==> config.mk <==
export PLATFORM = sky130hd
export DESIGN_NAME = ibex_ex_issue_ctrl
export DESIGN_NICKNAME = d
export VERILOG_FILES = /design/src/rtl/ibex_ex_issue_ctrl_pkg.sv /design/src/rtl/ibex_ex_issue_ctrl.sv
export SDC_FILE = /design/constraint.sdc
export NUM_CORES = 1
export LEC_CHECK = 0
export CELL_PAD_IN_SITES_DETAIL_PLACEMENT = 2
export CELL_PAD_IN_SITES_GLOBAL_PLACEMENT = 2
export CORE_MARGIN = 1
export CORE_UTILIZATION = 27
export CTS_BUF_LIST = sky130_fd_sc_hd__clkbuf_8
export CTS_CLUSTER_SIZE = 25
export DETAILED_ROUTE_END_ITERATION = 6
export GPL_ROUTABILITY_DRIVEN = 0
export HOLD_SLACK_MARGIN = 0.1
export PLACE_DENSITY = 0.91
export SYNTH_ARGS = -nofsm -noshare
export SYNTH_HDL_FRONTEND = slang
export SYNTH_SLANG_ARGS = --single-unit
==> constraint.sdc <==
create_clock -name clk_i -period 3.1 [get_ports clk_i]
set_input_delay 0.62 -clock clk_i [delete_from_list [all_inputs] [get_ports clk_i]]
set_output_delay 0.62 -clock clk_i [all_outputs]
set_load 0.05 [all_outputs]
==> src/rtl/ibex_ex_issue_ctrl_pkg.sv <==
// Shared types for the EX issue controller: op classes, FSM states, request payload.
package ibex_ex_issue_ctrl_pkg;

  localparam int unsigned XLEN      = 32;
  localparam int unsigned OP_TYPE_W = 2;
  localparam int unsigned ALU_OP_W  = 7;
  localparam int unsigned MD_OP_W   = 2;
  localparam int unsigned MD_SIGN_W = 2;
  localparam int unsigned RF_ADDR_W = 5;
  localparam int unsigned IMD_W     = 34;
  localparam int unsigned IMD_BUS_W = 2 * IMD_W;

  typedef enum int {
    RV32MNone        = 0,
    RV32MSlow        = 1,
    RV32MFast        = 2,
    RV32MSingleCycle = 3
  } rv32m_e;

  typedef enum logic [OP_TYPE_W-1:0] {
    OpAlu  = 2'd0,
    OpMult = 2'd1,
    OpDiv  = 2'd2,
    OpRsvd = 2'd3
  } op_type_e;

  typedef enum logic [1:0] {
    IssueIdle = 2'd0,
    IssueExec = 2'd1,
    IssueWb   = 2'd2
  } issue_state_e;

  typedef struct packed {
    op_type_e               op_type;
    logic [ALU_OP_W-1:0]    alu_operator;
    logic [XLEN-1:0]        operand_a;
    logic [XLEN-1:0]        operand_b;
    logic [MD_OP_W-1:0]     multdiv_operator;
    logic [MD_SIGN_W-1:0]   multdiv_signed_mode;
    logic [RF_ADDR_W-1:0]   rd_addr;
  } issue_req_t;

  // Reserved op type falls back to ALU, so only MULT/DIV count as multdiv ops.
  function automatic logic is_md_op(input op_type_e op);
    return (op == OpMult) || (op == OpDiv);
  endfunction

endpackage

==> src/rtl/ibex_ex_issue_ctrl.sv <==
// Issue controller in front of the EX block: latches one request, steers it to
// ALU or multdiv, tracks the multdiv intermediate registers and holds writeback.
module ibex_ex_issue_ctrl
  import ibex_ex_issue_ctrl_pkg::*;
#(
  parameter int RV32M         = 32'sd2,
  parameter bit DataIndTiming = 1'b0
) (
  input  logic                  clk_i,
  input  logic                  rst_ni,

  input  logic                  instr_valid_i,
  output logic                  instr_ready_o,
  input  logic [OP_TYPE_W-1:0]  op_type_i,
  input  logic [ALU_OP_W-1:0]   alu_operator_i,
  input  logic [XLEN-1:0]       operand_a_i,
  input  logic [XLEN-1:0]       operand_b_i,
  input  logic [MD_OP_W-1:0]    multdiv_operator_i,
  input  logic [MD_SIGN_W-1:0]  multdiv_signed_mode_i,
  input  logic [RF_ADDR_W-1:0]  rd_addr_i,

  output logic [ALU_OP_W-1:0]   alu_operator_o,
  output logic [XLEN-1:0]       alu_operand_a_o,
  output logic [XLEN-1:0]       alu_operand_b_o,
  output logic                  alu_instr_first_cycle_o,
  output logic [MD_OP_W-1:0]    multdiv_operator_o,
  output logic [MD_SIGN_W-1:0]  multdiv_signed_mode_o,
  output logic [XLEN-1:0]       multdiv_operand_a_o,
  output logic [XLEN-1:0]       multdiv_operand_b_o,
  output logic                  mult_en_o,
  output logic                  div_en_o,
  output logic                  mult_sel_o,
  output logic                  div_sel_o,
  output logic                  multdiv_ready_id_o,
  output logic                  data_ind_timing_o,
  output logic [IMD_BUS_W-1:0]  imd_val_q_o,

  input  logic [1:0]            imd_val_we_i,
  input  logic [IMD_BUS_W-1:0]  imd_val_d_i,
  input  logic [XLEN-1:0]       result_ex_i,
  input  logic                  ex_valid_i,

  output logic                  wb_valid_o,
  input  logic                  wb_ready_i,
  output logic [RF_ADDR_W-1:0]  wb_rd_addr_o,
  output logic [XLEN-1:0]       wb_result_o,
  output logic                  wb_err_o,
  input  logic                  flush_i
);

  localparam bit MdEnabled = (RV32M != int'(RV32MNone));

  issue_state_e         state_q, state_d;
  issue_req_t           req_q, req_d;
  logic                 first_q, first_d;
  logic [XLEN-1:0]      wb_result_q, wb_result_d;
  logic [RF_ADDR_W-1:0] wb_rd_q, wb_rd_d;
  logic                 wb_err_q, wb_err_d;
  logic [IMD_W-1:0]     imd0_q, imd0_d, imd1_q, imd1_d;

  logic accept;
  logic md_illegal;
  logic exec_mult;
  logic exec_div;

  // Multdiv ops without a multdiv unit complete as an error instead of issuing.
  assign md_illegal = !MdEnabled && is_md_op(req_q.op_type);
  assign exec_mult  = MdEnabled && (req_q.op_type == OpMult);
  assign exec_div   = MdEnabled && (req_q.op_type == OpDiv);

  // Next-state, request capture and handshake outputs.
  always_comb begin
    state_d                 = state_q;
    req_d                   = req_q;
    first_d                 = first_q;
    wb_result_d             = wb_result_q;
    wb_rd_d                 = wb_rd_q;
    wb_err_d                = wb_err_q;
    instr_ready_o           = 1'b0;
    wb_valid_o              = 1'b0;
    multdiv_ready_id_o      = 1'b0;
    alu_instr_first_cycle_o = 1'b0;
    mult_sel_o              = 1'b0;
    mult_en_o               = 1'b0;
    div_sel_o               = 1'b0;
    div_en_o                = 1'b0;
    accept                  = 1'b0;

    unique case (state_q)
      IssueIdle: begin
        instr_ready_o = 1'b1;
      end
      IssueExec: begin
        multdiv_ready_id_o      = 1'b1;
        alu_instr_first_cycle_o = first_q;
        mult_sel_o              = exec_mult;
        mult_en_o               = exec_mult;
        div_sel_o               = exec_div;
        div_en_o                = exec_div;
        first_d                 = 1'b0;
        if (md_illegal) begin
          wb_result_d = '0;
          wb_rd_d     = req_q.rd_addr;
          wb_err_d    = 1'b1;
          state_d     = IssueWb;
        end else if (ex_valid_i) begin
          wb_result_d = result_ex_i;
          wb_rd_d     = req_q.rd_addr;
          wb_err_d    = 1'b0;
          state_d     = IssueWb;
        end
      end
      IssueWb: begin
        wb_valid_o    = 1'b1;
        instr_ready_o = wb_ready_i;
        if (wb_ready_i) begin
          state_d = IssueIdle;
        end
      end
      default: begin
        state_d = IssueIdle;
      end
    endcase

    if (flush_i) begin
      instr_ready_o = 1'b0;
      wb_valid_o    = 1'b0;
    end

    accept = instr_valid_i && instr_ready_o;
    if (accept) begin
      req_d = '{
        op_type:             op_type_e'(op_type_i),
        alu_operator:        alu_operator_i,
        operand_a:           operand_a_i,
        operand_b:           operand_b_i,
        multdiv_operator:    multdiv_operator_i,
        multdiv_signed_mode: multdiv_signed_mode_i,
        rd_addr:             rd_addr_i
      };
      first_d = 1'b1;
      state_d = IssueExec;
    end

    if (flush_i) begin
      state_d = IssueIdle;
      first_d = 1'b0;
    end
  end

  // Intermediate words load independently of the FSM, flush does not touch them.
  always_comb begin
    imd0_d = imd0_q;
    imd1_d = imd1_q;
    if (imd_val_we_i[0]) imd0_d = imd_val_d_i[IMD_W-1:0];
    if (imd_val_we_i[1]) imd1_d = imd_val_d_i[IMD_BUS_W-1:IMD_W];
  end

  always_ff @(posedge clk_i or negedge rst_ni) begin
    if (!rst_ni) begin
      state_q     <= IssueIdle;
      req_q       <= '0;
      first_q     <= 1'b0;
      wb_result_q <= '0;
      wb_rd_q     <= '0;
      wb_err_q    <= 1'b0;
      imd0_q      <= '0;
      imd1_q      <= '0;
    end else begin
      state_q     <= state_d;
      req_q       <= req_d;
      first_q     <= first_d;
      wb_result_q <= wb_result_d;
      wb_rd_q     <= wb_rd_d;
      wb_err_q    <= wb_err_d;
      imd0_q      <= imd0_d;
      imd1_q      <= imd1_d;
    end
  end

  assign alu_operator_o        = req_q.alu_operator;
  assign alu_operand_a_o       = req_q.operand_a;
  assign alu_operand_b_o       = req_q.operand_b;
  assign multdiv_operator_o    = req_q.multdiv_operator;
  assign multdiv_signed_mode_o = req_q.multdiv_signed_mode;
  assign multdiv_operand_a_o   = req_q.operand_a;
  assign multdiv_operand_b_o   = req_q.operand_b;
  assign data_ind_timing_o     = DataIndTiming;
  assign imd_val_q_o           = {imd1_q, imd0_q};
  assign wb_rd_addr_o          = wb_rd_q;
  assign wb_result_o           = wb_result_q;
  assign wb_err_o              = wb_err_q;

endmodule

After elaboration in Yosys (flattened, before gate mapping)
Cells that the tools add are included.
{"block": "word_totals", "ff_bits": 190, "output_inout_bits": 254}
{"block": "op_classes", "n_mux": 16, "reduce_logical": 5, "eq_ne": 7}
{"cell": "1-bit two-way mux", "count": 10}
{"cell": "2-bit two-way mux", "count": 4}
{"cell": "4-bit inequality test, second input constant", "count": 2}
{"cell": "2-bit one-hot mux with 3 select lines", "count": 1}
{"cell": "2-bit by 1-bit == test with 1-bit output, second input constant", "count": 2}
{"cell": "2-bit == test, second input constant", "count": 2}
{"cell": "3-bit inequality test, second input constant", "count": 1}
{"cell": "3-bit AND reduction", "count": 1}
{"cell": "3-bit nonzero test", "count": 1}
{"cell": "2-bit zero test", "count": 1}
{"cell": "1-bit one-hot mux with 2 select lines", "count": 1}
{"cell": "2-bit AND reduction", "count": 1}
{"cell": "1-bit logical AND", "count": 1}

Depth between registers and ports, before layout
{"block": "depth", "ltp_word": 6, "depth_mapped": 6}

Worst setup path after synthesis
Ideal clock, no wire load.
{"block": "synth_timing", "path_kind": "register to output", "startpoint": "register state_q[1]", "endpoint": "output mult_sel_o", "t_arrival_ns": 2.175, "stages_incl_launch_ff": 4, "required_time_ns": 2.480, "setup_slack_ns": 0.305, "cell_sequence": "dfrtp_1 > nand2b_1 > nor3b_1 > buf_4"}
{"block": "synth_between", "elab_chain_cells": 2}
{"element": "from (decl)", "line": "ibex_ex_issue_ctrl.sv:53", "source": "issue_state_e state_q, state_d;"}
{"element": "from (signal assigned)", "line": "ibex_ex_issue_ctrl.sv:161", "source": "state_q <= IssueIdle;"}
{"element": "from (signal assigned)", "line": "ibex_ex_issue_ctrl.sv:170", "source": "state_q <= state_d;"}
{"element": "2-bit by 1-bit == test with 1-bit output"}
{"element": "1-bit two-way mux"}
{"element": "to (decl)", "line": "ibex_ex_issue_ctrl.sv:32", "source": "output logic mult_sel_o,"}
Every way passes these cells.

Worst setup path after layout
{"block": "layout_timing", "startpoint": "register state_q[1]", "endpoint": "output alu_instr_first_cycle_o"}
{"block": "layout_between", "elab_chain_cells": 2}
{"element": "2-bit by 1-bit == test with 1-bit output", "line": "ibex_ex_issue_ctrl.sv:89", "source": "unique case (state_q)"}
{"element": "1-bit two-way mux", "line": "ibex_ex_issue_ctrl.sv:89"}
{"element": "to (decl)", "line": "ibex_ex_issue_ctrl.sv:25", "source": "output logic alu_instr_first_cycle_o,"}
Every way passes these cells.

==> results_dict.tcl <==
set metrics [dict create \
    synth_xor_area_share_pct 0 \
    post-route-min-period_ps 2930 \
    fmax_ghz 0.341 \
    synthMuxAreaShare_pct 27.7 \
    syn_inst 557 \
    pwr-share-seq_pct 34.5 \
    dr.first_iter.drc_count 111 \
    antenna_found_initial 1 \
    cts_resized 0 \
    synth_area_sq_mm 0.00840 \
    yosys-top-cells-area "dfrtp_1 57%, mux2_2 17%, buf_4 13%" \
    max_slew.worst_pin.slew_ps 657 \
    ys_ff_latch 190 \
    grt_pass1_vias 6261 \
    wl_um 26900 \
    nets 1053 \
    synth_compound_area_share_pct 0.149 \
    busiest_layer "met2" \
    crit_path_max_fanout 5 \
    drive_gt1_share_pct 26.5 \
    switching_share_pct 44.4 \
    tns_ps 0 \
    yosysTopAreaCell "dfrtp_1" \
    die_w_um 178 \
    crit_arrival_ps 2310 \
    htree_levels 4 \
    wire_per_inst_um 21.2 \
    start_util_pct 27.5 \
    syn_to_final_growth_pct 49.8 \
    syn_avg_cell_area_sq_um 15.1 \
    synth_seq_area_share_pct 56.6 \
    grt_pass1_wl_um 39400 \
    synth_top_cell_area_share_pct 56.6 \
    cellInternalPower_mw 5.32 \
    synth_top_family_by_area "multiplexers" \
    grt.total_usage_pct 17.1 \
    period_share_pct 94.6 \
    grt_util_met3_pct 5.39 \
    slew_headroom_pct 56.2 \
    synthAdderAreaFrac_pct 0 \
    required_ps 2480 \
    firstDrtPassIters 3 \
    combPwrFrac_pct 48.2 \
    num_rows 64 \
    end_kind "primary output" \
    post-dp-hpwl_um 21200 \
    clockPowerShare_pct 17.3 \
    cts-buffers-inserted 17 \
    final_common_cell "clkdlybuf4s50_1" \
    outcome "finished clean" \
    cts_setup_buffers 0 \
    drv_slew 0 \
    path_cells "nand2b_1 > inv_1 > and2_1 > clkdlybuf4s50_1" \
    use_met2_pct 33.1 \
    gr-total-overflow 0 \
    placeableCoreArea_sq_mm 0.0306 \
    utilization_pct 41.1 \
    drc 0 \
    cts_hold_buffers 0 \
    die_h_um 178 \
    final_cell_mix "435 x clkdlybuf4s50_1, 190 x dfrtp_1, 129 x mux2_2, 58 x mux2_4, 19 x clkbuf_8" \
    cts.sinks 190 \
    maxCapViolations 0 \
    antenna_left 0 \
    skew_ps 21.6 \
    synthSimpleGateAreaFrac_pct 1.06 \
    met1_usage_pct 16.7 \
    power_density_mw_per_mm2 760 \
    vias_per_cell 4.22 \
    dr_total_vias 5367 \
    fillers 3033 \
    clk_pin_slew_ps 110 \
    yosysWarnings 0 \
    diodes 0 \
    cts_tree "yes" \
    portBuffers 441 \
    final_hold_viol_count 0 \
    vdd_drop_max_mv 0.538 \
    hp-class "input port to asynchronous set/reset pin" \
    setup.worst_path.start_class "flip-flop" \
    ys_types 20 \
    cpPeakStageDelay_ps 840 \
    crit_type "flip-flop to primary output" \
    grt_max_degree 73 \
    worst-r2r-setup-slack_ps 1180 \
    p_switching_mw 4.24 \
    clk_latency_ps 500 \
    die_area_sq_mm 0.0318 \
    p_leak_nw 5.35 \
    cp_slowest_cell "clkdlybuf4s50_1" \
    cts-root-buf "clkbuf_8" \
    rsz0062_at_grt "no" \
    finalSetupViolations 0 \
    max-clock-path-buffers 2 \
    num_io_pins 444 \
]
## per-stage QoR
step	std cells	power (mW)	hold slack [ps]	instance area [sq um]	setup slack, ps
3_5_place_dp	1240	8.01	494	12200	556
3_3_place_gp	1240	7.85	487	12200	626
5_1_grt	1272	9.95	125	12600	28.6
2_1_floorplan	558	6.70	324	8400	305
4_1_cts	1272	9.72	111	12600	50.3
6_report	1272	9.56	106	12600	168
## metal layers
| metal | up-vias | wire length, um |
|---|---|---|
| met5 | - | 13 |
| met3 | 35 | 1860 |
| li1 | 2344 | - |
| met1 | 2745 | 8980 |
| met2 | 241 | 15400 |
| met4 | 2 | 665 |
## layout make-up
type,count,area (sq um),share of cell area [%]
well taps,396,495,3.94
clock buffers,18,248,1.97
inverters,1,3.75,0.0298
multi-input cells,203,2430,19.3
flip-flops and latches,190,4750,37.8
repair buffers,450,4510,35.9
clock inverters,14,131,1.04
## cells by family (layout without fill, tap and decap cells)
group | count (synthesis) | after routing
mux | 187 | 187
other cells | 1 | 2
buf+inv | 165 | 483
flops | 190 | 190
simple gates | 12 | 12
compound gates | 2 | 2
## worst max-delay path: cells and delay by family, from the launching register on
family,cells,cell delay [ps]
buf+inv,2,970
flops,1,420
simple gates,2,440
## final timing paths
kind | startpoint | end | cells after the start
worst max-delay path | state_q[1] | alu_instr_first_cycle_o | 4
worst min-delay path | rst_ni | wb_result_o[20] | 1
worst max register to register | state_q[1] | alu_operand_b_o[23] | 4
worst min register to register | wb_rd_addr_o[3] | wb_rd_addr_o[3] | 1
max in group asynchronous | rst_ni | imd1_q[10] | 2
min in group clk_i | wb_rd_addr_o[3] | wb_rd_addr_o[3] | 1
## power by group through the flow
stage          registers, mW  clock network [mW]  logic (mW)
2_1_floorplan           4.08                   0        2.63
3_3_place_gp            3.30                   0        4.55
3_5_place_dp            3.36                   0        4.64
4_1_cts                 3.32                1.75        4.65
5_1_grt                 3.37                1.80        4.78
6_report                3.30                1.66        4.61
## synth_stat cells (all sizes together)
master	count
nor3	1
nand2b	2
a21oi	1
or4b	1
and2	1
dfrtp	190
mux2	187
buf	159
clkbuf	5
nor3b	3
conb	1
nand2	2
nand3b	1
o31ai	1
nor2b	1
inv	1
## flip-flops by register name, indices dropped and copies added, names as in the netlist, 2 cells and up
signal,cells
alu_operand_b_o,32
multdiv_operator_o,2
imd1_q,34
wb_result_o,32
multdiv_signed_mode_o,2
wb_rd_addr_o,5
alu_operator_o,7
req_q,7
state_q,2
alu_operand_a_o,32
imd0_q,34
(Power assumes the default switching activity.)
